## src/rtl/npu_host_loader.sv

```systemverilog
// rtl/npu_host_loader.sv - host packet loader feeding the NPU config and input FIFOs
module npu_host_loader #(
    parameter int TIMEOUT = 256
) (
    input  logic        CLK,
    input  logic        RST,
    input  logic        host_valid,
    input  logic [31:0] host_data,
    output logic        host_ready,
    output logic [25:0] npu_config_data,
    output logic        npu_config_fifo_write_enable,
    input  logic        npu_config_fifo_full,
    output logic [31:0] npu_input_data,
    output logic        npu_input_fifo_write_enable,
    input  logic        npu_input_fifo_full,
    input  logic        err_clear,
    output logic        loader_busy,
    output logic        err_type,
    output logic        err_pad,
    output logic        err_timeout,
    output logic [15:0] pkt_count
);

    // idle counter only needs to reach TIMEOUT-1; the abort fires on the following idle cycle
    localparam int TW = (TIMEOUT < 2) ? 1 : $clog2(TIMEOUT);
    localparam logic [TW-1:0] TLAST = TW'(TIMEOUT - 1);

    typedef enum logic [1:0] {
        IDLE = 2'd0,
        CFG  = 2'd1,
        DATA = 2'd2
    } state_t;

    state_t        state;
    logic [15:0]   remaining;
    logic [TW-1:0] idle_cnt;
    logic          xfer;

    always_comb begin
        host_ready = 1'b0;
        if (!RST) begin
            case (state)
                IDLE:    host_ready = 1'b1;
                CFG:     host_ready = !npu_config_fifo_full;
                DATA:    host_ready = !npu_input_fifo_full;
                default: host_ready = 1'b0;
            endcase
        end
    end

    assign xfer                         = host_valid && host_ready;
    assign npu_config_fifo_write_enable = xfer && (state == CFG);
    assign npu_input_fifo_write_enable  = xfer && (state == DATA);
    assign npu_config_data              = host_data[25:0];
    assign npu_input_data               = host_data;
    assign loader_busy                  = (state != IDLE);

    always_ff @(posedge CLK or posedge RST) begin
        if (RST) begin
            state       <= IDLE;
            remaining   <= '0;
            idle_cnt    <= '0;
            pkt_count   <= '0;
            err_type    <= 1'b0;
            err_pad     <= 1'b0;
            err_timeout <= 1'b0;
        end else begin
            // clear first so an error event later in this block takes priority
            if (err_clear) begin
                err_type    <= 1'b0;
                err_pad     <= 1'b0;
                err_timeout <= 1'b0;
            end
            case (state)
                IDLE: begin
                    idle_cnt <= '0;
                    if (xfer) begin
                        if (host_data[31]) begin
                            err_type <= 1'b1;
                        end else if (host_data[15:0] == 16'd0) begin
                            pkt_count <= pkt_count + 16'd1;
                        end else begin
                            remaining <= host_data[15:0];
                            state     <= host_data[30] ? DATA : CFG;
                        end
                    end
                end
                CFG, DATA: begin
                    if (xfer) begin
                        idle_cnt  <= '0;
                        remaining <= remaining - 16'd1;
                        if ((state == CFG) && (host_data[31:26] != 6'd0)) begin
                            err_pad <= 1'b1;
                        end
                        if (remaining == 16'd1) begin
                            state     <= IDLE;
                            pkt_count <= pkt_count + 16'd1;
                        end
                    end else if (!host_valid) begin
                        if (idle_cnt == TLAST) begin
                            state       <= IDLE;
                            err_timeout <= 1'b1;
                            idle_cnt    <= '0;
                        end else begin
                            idle_cnt <= idle_cnt + TW'(1);
                        end
                    end
                end
                default: state <= IDLE;
            endcase
        end
    end

endmodule

```

## config.mk

```make
export PLATFORM = sky130hd
export DESIGN_NAME = npu_host_loader
export DESIGN_NICKNAME = d
export VERILOG_FILES = /design/src/rtl/npu_host_loader.sv
export SDC_FILE = /design/constraint.sdc
export NUM_CORES = 1
export LEC_CHECK = 0
export BUFFER_PORTS_ARGS = -buffer_cell sky130_fd_sc_hd__buf_2
export CAP_MARGIN = 10
export CORE_MARGIN = 2
export CORE_UTILIZATION = 30
export CTS_CLUSTER_DIAMETER = 100
export DETAILED_ROUTE_END_ITERATION = 8
export PLACE_DENSITY = 0.5
export SETUP_SLACK_MARGIN = 0.3
export SYNTH_ARGS = -nofsm -noshare
export SYNTH_HDL_FRONTEND = slang
export SYNTH_SLANG_ARGS = --single-unit
export TNS_END_PERCENT = 10
```

## constraint.sdc

```tcl
create_clock -name CLK -period 3.2 [get_ports CLK]
set_input_delay 0.16 -clock CLK [delete_from_list [all_inputs] [get_ports CLK]]
set_output_delay 0.16 -clock CLK [all_outputs]
set_load 0.02 [all_outputs]
```

# Yosys cells after proc, flatten, opt, wreduce, memory -nomap -nowiden
# Index checks and enable logic that the tools add are counted.
[word_totals]
reg_bits = 45
elab_cells = 78
out_inout_bits = 81
in_bits = 38
[classes]
n_mux = 39
n_reduce_logical = 16
n_addsub = 3
n_eq_ne = 13
[ops]
columns = ["operator", "count"]
rows = [
  ["two-way mux 16 bit", 9],
  ["case mux 16 bit (2 select lines)", 2],
  ["two-way mux 8 bit", 3],
  ["adder 16 x 1 -> 16 bit, second input constant", 1],
  ["== test 16 x 1 -> 1 bit, second input constant", 1],
  ["logical NOT 16 bit", 1],
  ["two-way mux 2 bit", 8],
  ["case mux 8 bit (2 select lines)", 1],
  ["subtractor 16 x 1 -> 16 bit, second input constant", 1],
  ["two-way mux 1 bit", 14],
  ["inequality test 2 bit, second input constant", 6],
  ["AND reduction 6 bit", 2],
  ["inequality test 3 bit, second input constant", 3],
  ["adder 8 x 1 -> 8 bit, second input constant", 1],
  ["== test 8 bit, second input constant", 1],
  ["nonzero test 6 bit", 1],
  ["AND reduction 5 bit", 1],
  ["logical AND 1 bit", 4],
  ["case mux 2 bit (2 select lines)", 1],
  ["nonzero test 2 bit", 2],
  ["case mux 1 bit (3 select lines)", 1],
  ["== test 2 x 1 -> 1 bit, second input constant", 1],
  ["== test 2 bit, second input constant", 1],
  ["logical NOT 1 bit", 2],
  ["other kinds (3)", 3],
]

# Longest topological paths before layout
[logic_depth]
ltp_word = 6
mapped_depth = 9
ltp_nobuf = 7

# Worst setup path before layout
# No wires, ideal clock.
[synth_path]
kind = "register to register"
startpoint = "register state[1]"
endpoint = "register pkt_count[1]"
arrival_time_ps = 2226
required_ps = 3072
n_path_buf = 1
setup_slack_ps = 847
period_less_slack_ps = 2353
stages_incl_launch_ff = 9
cell_sequence = "dfrtp_1 inv_1 ha_1 clkbuf_1 nor4bb_1 o31ai_1 o21ai_1 nand2_1 mux2_1"
[synth_between]
elab_chain_cells = 6
elab_cells_between_ends = 15
cone_classes = "eq/ne (7); mux (3); reduce/logical (5)"
[synth_rtl]
columns = ["element", "line_no", "rtl"]
rows = [
  ["start: declaration", "34", "state_t state;"],
  ["start signal: assignment", "84", "state <= host_data[30] ? DATA : CFG;"],
  ["== test 2 bit, or another cell as far along", "42, 74", ""],
  ["case mux 1 bit (3 select lines)", "42", "case (state)"],
  ["two-way mux 1 bit", "41", "if (!RST) begin"],
  ["logical AND 1 bit", "51", "assign xfer = host_valid && host_ready;"],
  ["inequality test 2 bit (no line)", "-", ""],
  ["AND reduction 6 bit (no line)", "-", ""],
  ["end signal: assignment", "81", "pkt_count <= pkt_count + 16'd1;"],
  ["end signal: assignment", "97", "pkt_count <= pkt_count + 16'd1;"],
  ["end: declaration", "21", "output logic [15:0] pkt_count"],
]
# Parallel ways exist; a longest one is shown, timed or not.
# A chain may end at the register's enable or synchronous reset.

# Worst setup path in the final report
[layout_path]
startpoint = "register state[0]"
endpoint = "register remaining[12]"
[layout_between]
elab_chain_cells = 6
elab_cells_between_ends = 14
cone_classes = "eq/ne (6); mux (3); reduce/logical (5)"
[layout_rtl]
columns = ["element", "line_no", "rtl"]
rows = [
  ["== test 2 bit, or another cell as far along", "42, 74", ""],
  ["case mux 1 bit (3 select lines)", "42", ""],
  ["two-way mux 1 bit", "41", ""],
  ["logical AND 1 bit", "51", ""],
  ["inequality test 2 bit (no line)", "-", ""],
  ["AND reduction 5 bit (no line)", "-", ""],
  ["end signal: assignment", "83", "remaining <= host_data[15:0];"],
  ["end signal: assignment", "91", "remaining <= remaining - 16'd1;"],
  ["end: declaration", "35", "logic [15:0] remaining;"],
]
# Parallel ways exist; a longest one is shown, timed or not.

==> PnR_summary.wiki <==
{| class="wikitable"
! Metric !! Value
|-
| Result of the run || completed
|-
| Number of antenna violations at the first check in global routing || 0
|-
| Worst setup path class || flop to flop
|-
| Least-Margin Pin Slew || 0.7762 ns
|-
| Maximum clock insertion buffer count || 2
|-
| Yosys top cell area share || 34.29%
|-
| Number of buffer cells added on primary ports || 88
|-
| Syn. warnings || 0
|-
| Via count of the first global-routing pass || 2552
|-
| Portion of total power attributed to sequential cells || 33.1%
|-
| Total overflow reported by the global router || 0
|-
| Global-route wire length before repair || 13180 um
|-
| IO Pins || 119
|-
| Floorplan die area || 0.01180 mm2
|-
| Leakage power summed over all cells || 1.579 nW
|-
| Critical path launch point type || flop
|-
| Count of antenna-violating nets left after detailed routing || 0
|-
| Maximum net fanout on the critical path || 23
|-
| Distinct cell type count of the synthesized netlist || 60
|-
| Setup_tns || 0 ns
|-
| Final Instance Area || 0.003560 mm2
|-
| Unrepaired setup endpoints after global routing || no
|-
| Placed cell areas || 0.003456 mm2
|-
| Die X-Extent || 108.6 um
|-
| First-pass DRT Iterations || 4
|-
| Ant diodes || 0
|-
| Achievable frequency || 371.1 MHz
|-
| GRT Util Overall || 14.27%
|-
| Buffers plus inverters on the worst setup path || 2
|-
| Final setup vio count || 0
|-
| #FFs+latches synth || 45
|-
| Data arrival, critical path || 2.95 ns
|-
| Hold bufs inserted after CTS || 1
|-
| Period minus WS final || 2.694 ns
|-
| Routed via count divided by cell count || 5.209
|-
| Family with the most delay on the worst path || simple AND/OR/NAND/NOR gates
|-
| Initial standard-cell utilization of the core || 30.57%
|-
| Number of max-capacitance violations reported || 0
|-
| Worst Slack Setup Final || 0.5056 ns
|-
| Final Power || 2.657 mW
|-
| Final RePlAce weighted congestion || 0.8299
|-
| CTS sink cnt || 45
|-
| Post-synth net total || 423
|-
| Crit path required time || 3.45 ns
|-
| Total routed wirelength || 8553 um
|-
| Synth Instances || 377
|-
| Crit-path cells || inv_1 > ha_1 > inv_1 > nor3_1 > a2bb2oi_4 > or4_1 > nand3_1
|-
| Number of hold-slack violations in the final timing report || 0
|-
| Count of filler cells inserted in the layout || 1152
|-
| Standard-cell row count || 38
|-
| Util after Layout || 33.13%
|-
| CP endpoint kind || flop
|-
| Pins Over Slew Limit || 0
|-
| H-tree levels || 2
|-
| Clock latency on the worst-skew pair || 0.31 ns
|-
| Min-Delay Path Class || input pin to flop
|-
| Portion of total power attributed to the clock network || 15.0%
|-
| Fraction of power consumed by combinational cells || 51.9%
|-
| Maximum VDD drop || 0.2919 mV
|-
| Sw Share || 48.18%
|-
| Flop-to-flop setup slack || 0.51 ns
|-
| GRT Max-Usage Layer || met2
|-
| Largest cells by area after synthesis || sky130_fd_sc_hd__dfrtp_1 (34%), sky130_fd_sc_hd__buf_4 (13%), sky130_fd_sc_hd__nand2_1 (3.7%)
|-
| Final std cells w/o fill || 551
|-
| Worst hold-check slack || 0.08555 ns
|-
| Fraction of met3 tracks used by global routing || 2.630%
|-
| DP HPWL || 6362 um
|-
| Post-Synthesis Mean Instance Area || 8.712 um2
|-
| Largest net degree at the start of global routing || 32
|-
| Power density over cell area || 746.4 mW/mm2
|-
| Share of the clock period used by the worst path || 84.20%
|-
| DR iter-0 viols || 128
|-
| Yosys top cell by area || sky130_fd_sc_hd__dfrtp_1
|-
| Ratio of cells with drive above 1 in the final layout || 26.28%
|-
| Post-CTS setup buffer count || 0
|-
| Syn Std Cell Area || 0.003284 mm2
|-
| Switching power || 1.280 mW
|-
| Clock slew seen by the registers of the worst setup and hold paths || 0.11 ns
|-
| Inserted Clock Buffers || 5
|-
| Crit path top cell by count || sky130_fd_sc_hd__inv_1
|-
| M2 GR Usage || 23.08%
|-
| Area overhead of the layout relative to synthesis || 8.381%
|-
| Internal power consumption || 1.377 mW
|-
| CORE AREA || 0.01075 mm2
|-
| Most instantiated flip-flop cell in the synthesis netlist || sky130_fd_sc_hd__dfrtp_1
|-
| Number of vias after detailed routing || 2870
|-
| Worst slew margin relative to its limit || 47.94%
|-
| EDFF count, synth || 0
|-
| Clock tree from TritonCTS || done
|-
| Worst setup slack after placement || 0.5498 ns
|-
| Share of flip-flops with an asynchronous set or reset || 100.0%
|-
| Fin nets || 456
|-
| Clock Skew || 0.01303 ns
|-
| Drt drc || 0
|-
| Die height || 108.6 um
|-
| Root Buffer || sky130_fd_sc_hd__clkbuf_8
|-
| Post-DR wirelength/cell || 15.52 um
|-
| Global Route met1 Usage || 19.40%
|-
| Delay of the slowest cell on the worst path || 0.53 ns
|-
| Cell total after placement || 542
|-
| CTS-repair resized insts || 0
|-
| Register area share after synthesis || 34.29%
|-
| Slowest stage cell on the critical path || sky130_fd_sc_hd__or4_1
|}
[layout by cell type, fill, tap and decap left out, types with 4 or more instances in the layout]
cell type                  Yosys  final
sky130_fd_sc_hd__nand3_1      18     18
sky130_fd_sc_hd__a32o_1        4      4
sky130_fd_sc_hd__and2_1        4      4
sky130_fd_sc_hd__dfrtp_1      45     45
sky130_fd_sc_hd__nor2_1       18     18
sky130_fd_sc_hd__nand2_1      32     32
sky130_fd_sc_hd__o21ai_0      17     17
sky130_fd_sc_hd__inv_1        14     13
sky130_fd_sc_hd__nor3_1       16     16
sky130_fd_sc_hd__a21oi_1      16     16
sky130_fd_sc_hd__nand4_1       8      8
sky130_fd_sc_hd__buf_4        58      6
sky130_fd_sc_hd__ha_1          8      8
sky130_fd_sc_hd__or4_1         7      7
sky130_fd_sc_hd__clkbuf_8      0      5
sky130_fd_sc_hd__nor2b_1       4      4
sky130_fd_sc_hd__buf_2         4     88
sky130_fd_sc_hd__nor4_1       10     10
sky130_fd_sc_hd__o31ai_1       4      4
sky130_fd_sc_hd__and3_1        8      8
sky130_fd_sc_hd__xor2_1        6      6
sky130_fd_sc_hd__xnor2_1       9      9
[synthesized netlist by cell type, drive strengths merged (2+ instances only)]
library cell,n
buf,63
dfrtp,45
nand2,32
o21ai,20
nand3,18
nor2,18
a21oi,16
nor3,16
inv,14
nor4,10
xnor2,9
and3,8
ha,8
nand4,8
or4,7
clkbuf,6
xor2,6
a32o,4
and2,4
nor2b,4
nor4b,4
o31ai,4
a211o,3
and4,3
nor3b,3
o211ai,3
o31a,3
a2bb2oi,2
a31oi,2
a32oi,2
mux2i,2
nand2b,2
nand3b,2
nor4bb,2
o21a,2
o22a,2
o311ai,2
o32ai,2
o41ai,2
[path summary, 6_finish.rpt]
| kind | startpoint | endpoint | cells past startpoint |
|---|---|---|---|
| setup reg to reg | state[0]$_DFFE_PP0P_ | remaining[12]$_DFFE_PP0P_ | 7 |
| hold / removal | host_data[30] | state[0]$_DFFE_PP0P_ | 2 |
| min in group asynchronous | RST | idle_cnt[6]$_DFFE_PP0P_ | 3 |
| setup / recovery | state[0]$_DFFE_PP0P_ | remaining[12]$_DFFE_PP0P_ | 7 |
| max in group asynchronous | RST | state[1]$_DFFE_PP0P_ | 4 |
| hold reg to reg | pkt_count[12]$_DFFE_PP0P_ | pkt_count[12]$_DFFE_PP0P_ | 1 |
[worst reg2reg max path, cell delays in order (launching register included)]
cell                        delay (ns)
sky130_fd_sc_hd__dfrtp_1          0.43
sky130_fd_sc_hd__inv_1            0.09
sky130_fd_sc_hd__ha_1             0.50
sky130_fd_sc_hd__inv_1            0.22
sky130_fd_sc_hd__nor3_1           0.50
sky130_fd_sc_hd__a2bb2oi_4        0.27
sky130_fd_sc_hd__or4_1            0.53
sky130_fd_sc_hd__nand3_1          0.09
[metal layers]
layer / vias to the layer above / routed length (um)
li1: 1398 / -
met1: 1363 / 3917
met2: 94 / 4062
met3: 15 / 456
met4: 0 / 117
met5: - / 0
[state kept, by name (all words and copies together) (netlist names)]
signal and count:
err_pad 1, state 2, idle_cnt 8, err_type 1, remaining 16, pkt_count 16, err_timeout 1
[logic make-up (layout without fill, tap and decap cells)]
logic type | count (synthesis) | in the layout | synth area share (%)
compound gates | 78 | 78 | 17.03
xor+xnor | 15 | 15 | 4.000
fa+ha+maj | 8 | 8 | 3.048
buf+inv | 83 | 117 | 16.50
flops | 45 | 45 | 34.29
mux | 3 | 3 | 0.9524
simple gates | 145 | 145 | 24.19
[power groups by stage]
stage	registers, mW	logic [mW]	clock network [mW]
after global routing	0.906	1.53	0.433
after global placement	0.883	1.37	0
final	0.880	1.38	0.399
after detailed placement	0.888	1.38	0
after CTS	0.877	1.38	0.413
after floorplan	0.885	1.01	0
[final cells by class]
cell class	count	area (um2)	share of cell area, %
Sequential cell	45	1126	31.63
Tap cell	140	175.2	4.921
Multi-Input combinational cell	249	1617	45.41
Inverter	14	52.55	1.476
Timing Repair Buffer	95	495.5	13.92
Clock buffer	5	68.82	1.933
Clock inverter	3	25.02	0.7030
(Power assumes the default switching activity.)
